`src/rtl/jbr_seq_ctrl.sv`:
```
// Multi-cycle sequencer for the bmn/brz/bz/jmor/jalm/jspal branch group.
// Fetches memory-indirect targets, pushes jspal return addresses, then issues one PC write.
module jbr_seq_ctrl #(
  parameter logic [4:0] LINK_REG = 5'd31,
  parameter logic [4:0] SP_REG   = 5'd29
) (
  input  logic        clk,
  input  logic        reset,
  input  logic        start,
  input  logic [2:0]  op,
  input  logic [31:0] pc4,
  input  logic [31:0] reg_s,
  input  logic [25:0] j_diraddr,
  input  logic        n,
  input  logic        z,
  input  logic [31:0] sp,
  output logic        mem_req,
  output logic        mem_we,
  output logic [31:0] mem_addr,
  output logic [31:0] mem_wdata,
  input  logic        mem_ack,
  input  logic [31:0] mem_rdata,
  output logic        stall,
  output logic        pc_we,
  output logic [31:0] pc_next,
  output logic        rf_we,
  output logic [4:0]  rf_waddr,
  output logic [31:0] rf_wdata,
  output logic        done
);

  typedef enum logic [1:0] {IDLE, RD, WR, UPD} state_t;
  typedef enum logic [2:0] {
    OP_NONE  = 3'b000,
    OP_BMN   = 3'b001,
    OP_BRZ   = 3'b010,
    OP_BZ    = 3'b011,
    OP_JMOR  = 3'b100,
    OP_JALM  = 3'b101,
    OP_JSPAL = 3'b110,
    OP_RSVD  = 3'b111
  } op_t;

  state_t state, state_nx;
  op_t    op_in, op_q;
  logic [31:0] pc4_q, reg_s_q, sp_q, target_q, sp_dec;
  logic [25:0] jdir_q;
  logic        n_q, z_q;
  logic        op_valid, accept;

  assign op_in    = op_t'(op);
  assign op_valid = (op_in != OP_NONE) && (op_in != OP_RSVD);
  assign accept   = (state == IDLE) && start && op_valid;
  assign sp_dec   = sp_q - 32'd4;

  always_ff @(posedge clk or posedge reset) begin
    if (reset) state <= IDLE;
    else       state <= state_nx;
  end

  // Operands are captured once at acceptance so later input changes cannot leak in.
  always_ff @(posedge clk or posedge reset) begin
    if (reset) begin
      op_q     <= OP_NONE;
      pc4_q    <= '0;
      reg_s_q  <= '0;
      sp_q     <= '0;
      jdir_q   <= '0;
      n_q      <= 1'b0;
      z_q      <= 1'b0;
      target_q <= '0;
    end else begin
      if (accept) begin
        op_q    <= op_in;
        pc4_q   <= pc4;
        reg_s_q <= reg_s;
        sp_q    <= sp;
        jdir_q  <= j_diraddr;
        n_q     <= n;
        z_q     <= z;
      end
      if (state == RD && mem_ack) target_q <= mem_rdata;
    end
  end

  always_comb begin
    state_nx  = state;
    mem_req   = 1'b0;
    mem_we    = 1'b0;
    mem_addr  = '0;
    mem_wdata = '0;
    pc_we     = 1'b0;
    pc_next   = '0;
    rf_we     = 1'b0;
    rf_waddr  = '0;
    rf_wdata  = '0;
    done      = 1'b0;
    case (state)
      IDLE: begin
        if (accept) begin
          if ((op_in == OP_BMN && !n) || op_in == OP_BRZ || op_in == OP_BZ)
            state_nx = UPD;
          else
            state_nx = RD;
        end
      end
      RD: begin
        mem_req  = 1'b1;
        mem_addr = reg_s_q;
        if (mem_ack) state_nx = (op_q == OP_JSPAL) ? WR : UPD;
      end
      WR: begin
        mem_req   = 1'b1;
        mem_we    = 1'b1;
        mem_addr  = sp_dec;
        mem_wdata = pc4_q;
        if (mem_ack) state_nx = UPD;
      end
      UPD: begin
        pc_we    = 1'b1;
        done     = 1'b1;
        state_nx = IDLE;
        case (op_q)
          OP_BMN:   pc_next = n_q ? target_q : pc4_q;
          OP_BRZ:   pc_next = z_q ? reg_s_q : pc4_q;
          OP_BZ:    pc_next = z_q ? {pc4_q[31:28], jdir_q, 2'b00} : pc4_q;
          OP_JMOR:  pc_next = target_q;
          OP_JALM: begin
            pc_next  = target_q;
            rf_we    = 1'b1;
            rf_waddr = LINK_REG;
            rf_wdata = pc4_q;
          end
          OP_JSPAL: begin
            pc_next  = target_q;
            rf_we    = 1'b1;
            rf_waddr = SP_REG;
            rf_wdata = sp_dec;
          end
          default:  pc_next = '0;
        endcase
      end
      default: state_nx = IDLE;
    endcase
  end

  assign stall = (state != IDLE) | accept;

endmodule

```
`config.mk`:
```
export PLATFORM = sky130hd
export DESIGN_NAME = jbr_seq_ctrl
export DESIGN_NICKNAME = d
export VERILOG_FILES = /design/src/rtl/jbr_seq_ctrl.sv
export SDC_FILE = /design/constraint.sdc
export NUM_CORES = 1
export LEC_CHECK = 0
export CAP_MARGIN = 25
export CELL_PAD_IN_SITES_DETAIL_PLACEMENT = 0
export CELL_PAD_IN_SITES_GLOBAL_PLACEMENT = 1
export CORE_MARGIN = 1
export CORE_UTILIZATION = 34
export DETAILED_ROUTE_END_ITERATION = 10
export PLACE_DENSITY = 0.87
export SLEW_MARGIN = 15
export SYNTH_ARGS = -nofsm -noshare
export SYNTH_HDL_FRONTEND = slang
export SYNTH_SLANG_ARGS = --single-unit
```
`constraint.sdc`:
```
create_clock -name clk -period 6.85 [get_ports clk]
set_input_delay 1.37 -clock clk [delete_from_list [all_inputs] [get_ports clk]]
set_output_delay 1.37 -clock clk [all_outputs]
set_load 0.005 [all_outputs]
```
==> results_dict.tcl <==
set metrics [dict create \
    outcome "finished, final reports clean" \
    port_buffers 301 \
    reg2reg_from "state[1]" \
    cap_violations 0 \
    drt-wirelength-per-cell_um 23.5 \
    fin_ws_ns 1.81 \
    ios 302 \
    final_antenna_net_count 0 \
    power_mw 5.45 \
    period_minus_slack_ns 5.04 \
    finalHoldViolCount 0 \
    grt_pass1_wl_um 46900 \
    cts_buffer_depth 2 \
    finalCritPeriodShare_pct 73.6 \
    dieHeight_um 158 \
    dpl_worst_slack_ns 2.26 \
    cts_tree "built" \
    routed_wl_um 31900 \
    yosysWarningCount 0 \
    final_cell_mix "clkdlybuf4s50_1 (301), dfrtp_1 (161), mux2_2 (158), nand2_1 (84), o21ai_0 (45)" \
    endpoint_kind "output port" \
    vias_per_cell 5.44 \
    fillCellCount 2171 \
    dp_hpwl_um 22500 \
    start_util_pct 35.0 \
    via_count 7389 \
    rsz0062_at_grt "no" \
    worstRegToRegCells 4 \
    gp_congestion 0.902 \
    synthFlopType "dfrtp_1" \
    worst_slew_pin_slew_ns 1.02 \
    crit_chain "inv_1 > ha_2 > nand2_1 > o21ai_0 > clkdlybuf4s50_1" \
    overflow 0 \
    synth_top_cell_area_share_pct 48.6 \
    cts_root_buffer "clkbuf_16" \
    grt_pass1_vias 7658 \
    crit_start "state[0]" \
    grt_max_degree 129 \
    leakage_nw 4.79 \
    cts_buffers 17 \
    drc 0 \
    critical-path-max-stage-delay_ns 0.84 \
    postCtsResizedCells 0 \
    yosysSeqAreaShare_pct 48.6 \
    clkLatencyLatePin_ns 0.44 \
    hold_depth 1 \
    hp-start "target_q[2]" \
    synth_seq_cells 161 \
    synth_edf_count 0 \
    fin_skew_ns 0.0146 \
    post_cts_buffers 0 \
    grt_util_all_layers_pct 25.8 \
    syn-instance-count 752 \
    crit_fanout 46 \
    antenna_found_initial 1 \
    yosysUniqueCellTypes 40 \
    setup_viol 0 \
    layout_commonest_cell "clkdlybuf4s50_1" \
    syn_avg_cell_area_um2 11.0 \
    nNetsFinal 1195 \
    worstSetupPathType "register to output port" \
    die_w_um 158 \
    first_iter_violations 634 \
    max_freq_mhz 198 \
    clock-sinks 161 \
    syn2layout_area_growth_pct 47.8 \
    synthTopCellsByArea "dfrtp_1 (49%), mux2_2 (21%), a222oi_1 (3.9%)" \
    synthArstFlopShare_pct 100 \
    die_area_um2 25000 \
    layout-drive-gt1-share_pct 20.4 \
    tns_ns 0 \
    relSlewSlack_pct 31.6 \
    final_max_slew_viol_count 0 \
    ir_drop_mv 0.179 \
    powerDensity_nw_per_um2 445 \
    cp_slowest_cell "nand2_1" \
    start_kind "register" \
    first_pass_iters 6 \
    crit_arrival_ns 3.67 \
    row_count 56 \
    synth_top_cell_by_area "dfrtp_1" \
    worst_ep_required_time_ns 5.48 \
    coreArea_um2 23700 \
    hold_class "register to register" \
    cts_htree_levels 4 \
    path_clk_slew_ns 0.07 \
    mappedNetlistArea_um2 8290 \
    postCtsHoldBufs 0 \
    syn_nets 921 \
]
[cells in the mapped netlist, drive strengths merged (6+ instances only)]
cell type  instances
dfrtp            161
mux2             158
nand2             85
clkbuf            47
o21ai             47
a21oi             33
and2              33
a222oi            32
nor2              22
xor2              22
nand3             12
a22oi             11
nor2b             11
buf               10
a22o               9
inv                7
ha                 6
[power breakdown]
| group | internal, mW | switching, mW |
|---|---|---|
| Combinational | 1.38 | 1.17 |
| Sequential | 1.44 | 0.519 |
| Clock | 0.485 | 0.463 |
[layout make-up]
cell class                 instances  area, um2  area share, %
multi-input combinational        527       4050           33.0
sequential                       161       4030           32.9
timing repair buffer             312       3170           25.9
clock buffer                      18        429           3.50
tap                              319        399           3.26
clock inverter                    14        144           1.17
inverter                           7       31.3          0.255
antenna                            1       2.50         0.0204
[critical path: cells and delay by family (launching register included)]
| kind | cells | cell delay (ns) |
|---|---|---|
| buffers and inverters | 2 | 0.71 |
| adder cells (fa/ha/maj) | 1 | 0.83 |
| AO/OA/AOI/OAI | 1 | 0.43 |
| AND/OR/NAND/NOR | 1 | 0.84 |
| flip-flops | 1 | 0.40 |
[state kept, by name (all words and copies together), names as in the netlist]
name / flops
pc4_q: 32
reg_s_q: 32
sp_q: 32
target_q: 32
jdir_q: 26
op_q: 3
state: 2
n_q: 1
z_q: 1
[worst paths after layout]
path                           endpoint  slack, ns
min in group asynchronous   target_q[2]       1.23
hold reg to reg             target_q[2]       0.51
setup / recovery           mem_addr[17]       1.81
hold / removal              target_q[2]       0.51
setup reg to reg            target_q[7]       4.26
max in group asynchronous   reg_s_q[25]       4.76
[through the flow]
step	util, %	cell area [um2]	cells	hold slack (ns)
floorplan	-	8290	752	0.472
global placement	48.9	11600	1323	0.488
detailed placement	49.1	11600	1324	0.494
CTS	51.5	12200	1356	0.511
global route	51.7	12200	1359	0.523
finish	51.7	12200	1359	0.510
[metal layers]
metal / track usage [%] / part of all wire [%] / up-vias
li1: - / - / 3260
met1: 30.8 / 39 / 3656
met2: 42.1 / 48 / 415
met3: 7.91 / 9.7 / 58
met4: 12.9 / 3.7 / 0
met5: 0 / 0 / -
[cell families after synthesis]
kind of cell | count (synthesis) | synth area share, %
flops | 161 | 48.6
compound gates | 135 | 10.9
fa+ha+maj | 6 | 0.906
mux | 159 | 21.6
xor+xnor | 27 | 2.85
simple gates | 200 | 12.0
buf+inv | 64 | 3.15
No activity file was read; power rests on OpenSTA's default activity.
